--- src/rtl/rgb_arb_pkg.sv ---
// Shared definitions for rgb_light_arbiter: FSM state encoding, requester count,
// the light-off value and small index helpers used by the arbiter and its picker.
package rgb_arb_pkg;

    localparam int         NUM_REQ = 3;
    localparam logic [2:0] RGB_OFF = 3'b000;

    typedef enum logic [1:0] {
        IDLE = 2'd0,
        SHOW = 2'd1,
        GAP  = 2'd2
    } state_t;

    // Index of the set bit in a one-hot requester vector (0 for an empty vector).
    function automatic logic [1:0] onehot_to_idx(input logic [NUM_REQ-1:0] oh);
        logic [1:0] idx;
        idx = 2'd0;
        for (int i = 0; i < NUM_REQ; i++) begin
            if (oh[i]) idx = 2'(i);
        end
        return idx;
    endfunction

    // Requester that gets first priority after requester idx has been granted.
    function automatic logic [1:0] next_ptr(input logic [1:0] idx);
        return (idx == 2'd2) ? 2'd0 : idx + 2'd1;
    endfunction

endpackage

--- src/rtl/rr_picker.sv ---
// Combinational round-robin winner selection for rgb_light_arbiter.
// Build option RGB_ARB_PRIORITY_EN: requester 0 wins whenever it is requesting.
module rr_picker
    import rgb_arb_pkg::*;
(
    input  logic [NUM_REQ-1:0] i_req,
    input  logic [1:0]         i_ptr,
    output logic [NUM_REQ-1:0] o_winner
);

    logic [NUM_REQ-1:0] w_rot;
    logic [NUM_REQ-1:0] w_rot_win;
    logic [NUM_REQ-1:0] w_rr_win;

    // Rotate so bit 0 is the requester named by i_ptr, take the lowest set bit,
    // then rotate the one-hot result back to requester numbering.
    always_comb begin
        case (i_ptr)
            2'd1:    w_rot = {i_req[0], i_req[2], i_req[1]};
            2'd2:    w_rot = {i_req[1], i_req[0], i_req[2]};
            default: w_rot = i_req;
        endcase
    end

    assign w_rot_win = w_rot & (~w_rot + NUM_REQ'(1));

    always_comb begin
        case (i_ptr)
            2'd1:    w_rr_win = {w_rot_win[1], w_rot_win[0], w_rot_win[2]};
            2'd2:    w_rr_win = {w_rot_win[0], w_rot_win[2], w_rot_win[1]};
            default: w_rr_win = w_rot_win;
        endcase
    end

`ifdef RGB_ARB_PRIORITY_EN
    assign o_winner = i_req[0] ? NUM_REQ'(1) : w_rr_win;
`else
    assign o_winner = w_rr_win;
`endif

endmodule

--- src/rtl/rgb_light_arbiter.sv ---
// Shares one RGB light between three requesters: grant, show for a dwell time, one GAP cycle.
// Build option RGB_ARB_PRIORITY_EN (handled in rr_picker) gives requester 0 absolute priority.
module rgb_light_arbiter
    import rgb_arb_pkg::*;
#(
    parameter int HOLD_W = 4
) (
    input  logic                    clk,
    input  logic                    reset,
    input  logic [NUM_REQ-1:0]      req,
    input  logic [3*NUM_REQ-1:0]    colour,
    input  logic [3*HOLD_W-1:0]     dwell,
    output logic [NUM_REQ-1:0]      gnt,
    output logic [NUM_REQ-1:0]      done,
    output logic [2:0]              rgb,
    output logic                    busy
);

    localparam logic [HOLD_W-1:0] CNT_ONE = HOLD_W'(1);

    state_t             r_state, w_state_nxt;
    logic [HOLD_W-1:0]  r_cnt, w_cnt_nxt;
    logic [1:0]         r_ptr, w_ptr_nxt;
    logic [NUM_REQ-1:0] r_gnt, w_gnt_nxt;
    logic [NUM_REQ-1:0] r_done, w_done_nxt;
    logic [2:0]         r_rgb, w_rgb_nxt;

    logic [NUM_REQ-1:0] w_winner;
    logic [2:0]         w_sel_colour;
    logic [HOLD_W-1:0]  w_sel_dwell;

    rr_picker u_picker (
        .i_req    (req),
        .i_ptr    (r_ptr),
        .o_winner (w_winner)
    );

    always_comb begin
        w_sel_colour = RGB_OFF;
        w_sel_dwell  = '0;
        for (int i = 0; i < NUM_REQ; i++) begin
            if (w_winner[i]) begin
                w_sel_colour = colour[3*i +: 3];
                w_sel_dwell  = dwell[HOLD_W*i +: HOLD_W];
            end
        end
    end

    // NOTE: state registers use <= so every flop samples pre-edge values together.
    always_ff @(posedge clk) begin
        // NOTE: reset is synchronous and covers all state, including the pointer.
        if (reset) begin
            r_state <= IDLE;
            r_cnt   <= '0;
            r_ptr   <= 2'd0;
            r_gnt   <= '0;
            r_done  <= '0;
            r_rgb   <= RGB_OFF;
        end else begin
            r_state <= w_state_nxt;
            r_cnt   <= w_cnt_nxt;
            r_ptr   <= w_ptr_nxt;
            r_gnt   <= w_gnt_nxt;
            r_done  <= w_done_nxt;
            r_rgb   <= w_rgb_nxt;
        end
    end

    always_comb begin
        // NOTE: every output of this block is assigned a default first so no latch is inferred.
        w_state_nxt = r_state;
        w_cnt_nxt   = '0;
        w_ptr_nxt   = r_ptr;
        w_gnt_nxt   = '0;
        w_done_nxt  = '0;
        w_rgb_nxt   = RGB_OFF;

        case (r_state)
            IDLE: begin
                if (|req) begin
                    w_state_nxt = SHOW;
                    w_gnt_nxt   = w_winner;
                    w_rgb_nxt   = w_sel_colour;
                    w_cnt_nxt   = (w_sel_dwell == '0) ? CNT_ONE : w_sel_dwell;
                    w_ptr_nxt   = next_ptr(onehot_to_idx(w_winner));
                end
            end
            SHOW: begin
                // A dropped request aborts the display; the abort wins over completion.
                if ((req & r_gnt) == '0) begin
                    w_state_nxt = GAP;
                end else if (r_cnt <= CNT_ONE) begin
                    w_state_nxt = GAP;
                    w_done_nxt  = r_gnt;
                end else begin
                    w_cnt_nxt = r_cnt - CNT_ONE;
                    w_gnt_nxt = r_gnt;
                    w_rgb_nxt = r_rgb;
                end
            end
            GAP: begin
                w_state_nxt = IDLE;
            end
            default: begin
                w_state_nxt = IDLE;
            end
        endcase
    end

    assign gnt  = r_gnt;
    assign done = r_done;
    assign rgb  = r_rgb;
    assign busy = (r_state != IDLE);

endmodule

--- config.mk ---
export PLATFORM = sky130hd
export DESIGN_NAME = rgb_light_arbiter
export DESIGN_NICKNAME = d
export VERILOG_FILES = /design/src/rtl/rgb_arb_pkg.sv /design/src/rtl/rr_picker.sv /design/src/rtl/rgb_light_arbiter.sv
export SDC_FILE = /design/constraint.sdc
export NUM_CORES = 1
export LEC_CHECK = 0
export BUFFER_PORTS_ARGS = -buffer_cell sky130_fd_sc_hd__buf_2
export CORE_UTILIZATION = 43
export DETAILED_ROUTE_END_ITERATION = 10
export MAX_ROUTING_LAYER = met4
export PLACE_DENSITY_LB_ADDON = 0.3
export SYNTH_ARGS = -nofsm -noshare
export SYNTH_HDL_FRONTEND = slang
export SYNTH_SLANG_ARGS = --single-unit
--- constraint.sdc ---
create_clock -name clk -period 1.9 [get_ports clk]
set_input_delay 0.095 -clock clk [delete_from_list [all_inputs] [get_ports clk]]
set_output_delay 0.095 -clock clk [all_outputs]
set_load 0.005 [all_outputs]
==> impl_metrics.csv <==
group,metric,value,unit
worst_setup_path,crit_fanout,7,
synthesis,yosys-top-cells-area,"dfxtp_1 (35%), nor2_1 (6.5%), ha_1 (5.1%), and2_1 (3.8%), a21oi_1 (3.6%)",
synthesis,synth_nets,150,
cts,cts_buffers,3,
cts,root_buffer,"clkbuf_4",
outcome,violations,"setup timing",
floorplanning,core_region_area,2060,µm²
sta,worst_pin_slew,0.544,ns
power_and_ir_drop,ir_drop,474,µV
sta,fin_setup_tns,-0.0995,ns
finish,diodes,0,
sta,max_slew_margin,63.7,%
worst_setup_path,crit_arrival,2.16,ns
sta,fin_crit,1.97,ns
synthesis,async_reset_ff_share,0,%
sta,max_freq,507,MHz
global_routing,grt_pass1_vias,959,
synthesis,ys_warn_count,0,
placement,placed_cell_area,1210,µm²
detailed_routing,via_per_inst,5.70,
power_and_ir_drop,leakage,0.601,nW
cts,cts_hold_buf,0,
outcome,status,"finished with violations",
power_and_ir_drop,total_power,1.02,mW
finish,nets,192,
floorplanning,start_util,47.8,%
global_routing,grt_pass1_wl,3960,µm
finish,fin_util,68.7,%
worst_setup_path,cp_data_required_time,2.09,ns
synthesis,synth_top_cell_area_share,34.6,%
floorplanning,die_area,2490,µm²
synthesis,synth_edf_count,0,
detailed_routing,dr.pass1.iters,5,
finish,drive_gt1_share,46.6,%
detailed_routing,drt_iter0_drc,26,
global_routing,antenna_found_initial,0,
sta,final_hold_viol_count,0,
global_routing,grt_max_degree,14,
cts,clk_pin_slew_worst_paths,0.10,ns
worst_setup_path,reg2reg_setup_slack,-0.07,ns
synthesis,seq_area_frac_synth,34.6,%
sta,grt_setup_unrepaired,"true",
worst_setup_path,worst-setup-path-type,"flip-flop to flip-flop",
flow_run,cap_violations,0,
finish,area_growth,43.8,%
global_routing,grt_usage,21.4,%
floorplanning,die_h,49.9,µm
detailed_routing,vias,1072,
synthesis,avgSynthCellArea,8.21,µm²
synthesis,synth_flop_cell,"dfxtp_1",
detailed_routing,drcViolationCount,0,
global_routing,grt_overflow,0,
synthesis,ys_types,39,
min_path,hp-class,"primary input to flip-flop",
cts,htree_levels,1,
sta,drv_slew,0,
worst_setup_path,critical_path.endpoint_type,"flip-flop",
sta,finalSetupViolCount,3,
cts,clkLatencyLatePin,0.30,ns
sta,period_share,104,%
placement,io_buffers,35,
worst_setup_path,worstSetupStartpointType,"flip-flop",
floorplanning,die-width,49.9,µm
synthesis,syn_area,985,µm²
floorplanning,io_pins,36,
detailed_routing,wl,2820,µm
power_and_ir_drop,powerDensity,719,nW/µm²
floorplanning,rows,16,
cts,cts_tree,"done",
detailed_routing,detail-route-antenna-nets,0,
placement,routabilityCongestion,0.810,
placement,dp_hpwl,1840,µm
finish,fin_area,1420,µm²
sta,clock_skew,0.00527,ns
synthesis,synth_top_cell_by_area,"dfxtp_1",
detailed_routing,wire_per_inst,15.0,µm
synthesis,synth_cells,120,
sta,setup_ws,-0.0714,ns
synthesis,ys_ff_latch,17,
cts,clock_path_buffers,2,
cts,clkSinkCount,17,
[cell usage in the layout (no fill, tap or decap), types with 2 or more instances in the layout]
master	Yosys	routed
nand2_1	9	7
ha_1	4	2
buf_4	0	4
dfxtp_4	0	2
o21a_1	3	3
and2_1	6	4
inv_2	1	3
clkbuf_4	0	3
inv_1	5	3
ha_4	0	2
and2_4	0	2
xor2_1	2	2
a22oi_1	4	3
buf_2	1	35
a21oi_2	0	2
a221oi_2	1	3
o211ai_1	2	2
nor3_1	5	4
dfxtp_1	17	15
a21oi_1	7	5
buf_6	1	2
nor2_1	17	16
or3_1	5	4
[layout make-up]
cell class	instances	area, µm²
Clock buffer	4	26.3
Multi-Input combinational cell	93	758
Tap cell	27	33.8
Inverter	6	22.5
Timing Repair Buffer	41	228
Sequential cell	17	348
Fill cell	167	646
[state kept, by name, summed over array words and instances (netlist names)]
signal and flops:
done 3, gnt 3, r_cnt 4, r_ptr 2
r_state 2, rgb 3
[worst paths after layout]
check	from	to	cells past startpoint
setup / recovery	r_ptr[0]	r_cnt[0]	8
hold / removal	reset	r_ptr[1]	2
setup reg to reg	r_ptr[0]	r_cnt[0]	8
hold reg to reg	rgb[1]	rgb[1]	2
[report_power, final]
| group | switching (mW) | internal, mW | leakage, nW |
|---|---|---|---|
| Combinational | 0.205 | 0.202 | 0.445 |
| Clock | 0.115 | 0.0821 | 0.0150 |
| Sequential | 0.0268 | 0.387 | 0.140 |
[repair_timing]
item / 4_1_cts / 5_1_grt
pin swaps: 7 / 16
endpoints found under the hold margin: 0 / 0
buffers inserted: 2 / 1
resized for setup: 13 / 23
gates cloned: 0 / 1
setup endpoints to repair: 7 / 7
[cells in the mapped netlist (2+ instances only)]
master and instances:
xor2_1 2, a22oi_1 4, or3_1 5, nor2_1 17, inv_1 5, o21a_1 3
and2_1 6, ha_1 4, clkbuf_1 2, nand2_1 9, a221oi_1 4, or2_1 2
nor3_1 5, nor2b_1 3, a21oi_1 7, o211ai_1 2, dfxtp_1 17, o21ai_0 2
[routing by layer]
layer  routed length [µm]  global-route usage (%)  part of all wire, %  up-vias
met1                 1110                    24.0                   39      495
met4                   74                    3.81                  2.6        0
met3                  208                    5.56                  7.4        9
met5                    0                       -                    0        -
li1                     -                       -                    -      514
met2                 1430                    38.1                   51       54
[kinds of logic after synthesis]
kind of cell | count (synthesis) | share of synthesized area, %
AND/OR/NAND/NOR | 54 | 28.0
flip-flops | 17 | 34.6
AO/OA/AOI/OAI | 32 | 25.5
buffers and inverters | 11 | 5.08
XOR/XNOR | 2 | 1.78
adder cells (fa/ha/maj) | 4 | 5.08
[metrics by stage]
step                hold slack (ns)  instances  worst slack [ns]
floorplan                     0.266        120            0.0269
global placement              0.433        180           -0.0315
detailed placement            0.433        180           -0.0948
CTS                           0.125        186          -0.00210
global route                  0.169        188            -0.145
finish                        0.136        188           -0.0714
[critical path: stages (launching register included)]
cell and delay [ns]:
dfxtp_4 0.38, inv_2 0.05, ha_4 0.28, nor2b_2 0.06, a31o_1 0.21, or2_4 0.31, a221oi_2 0.29, o41ai_1 0.11
o21bai_1 0.16
Power figures use the tool's default switching activity.
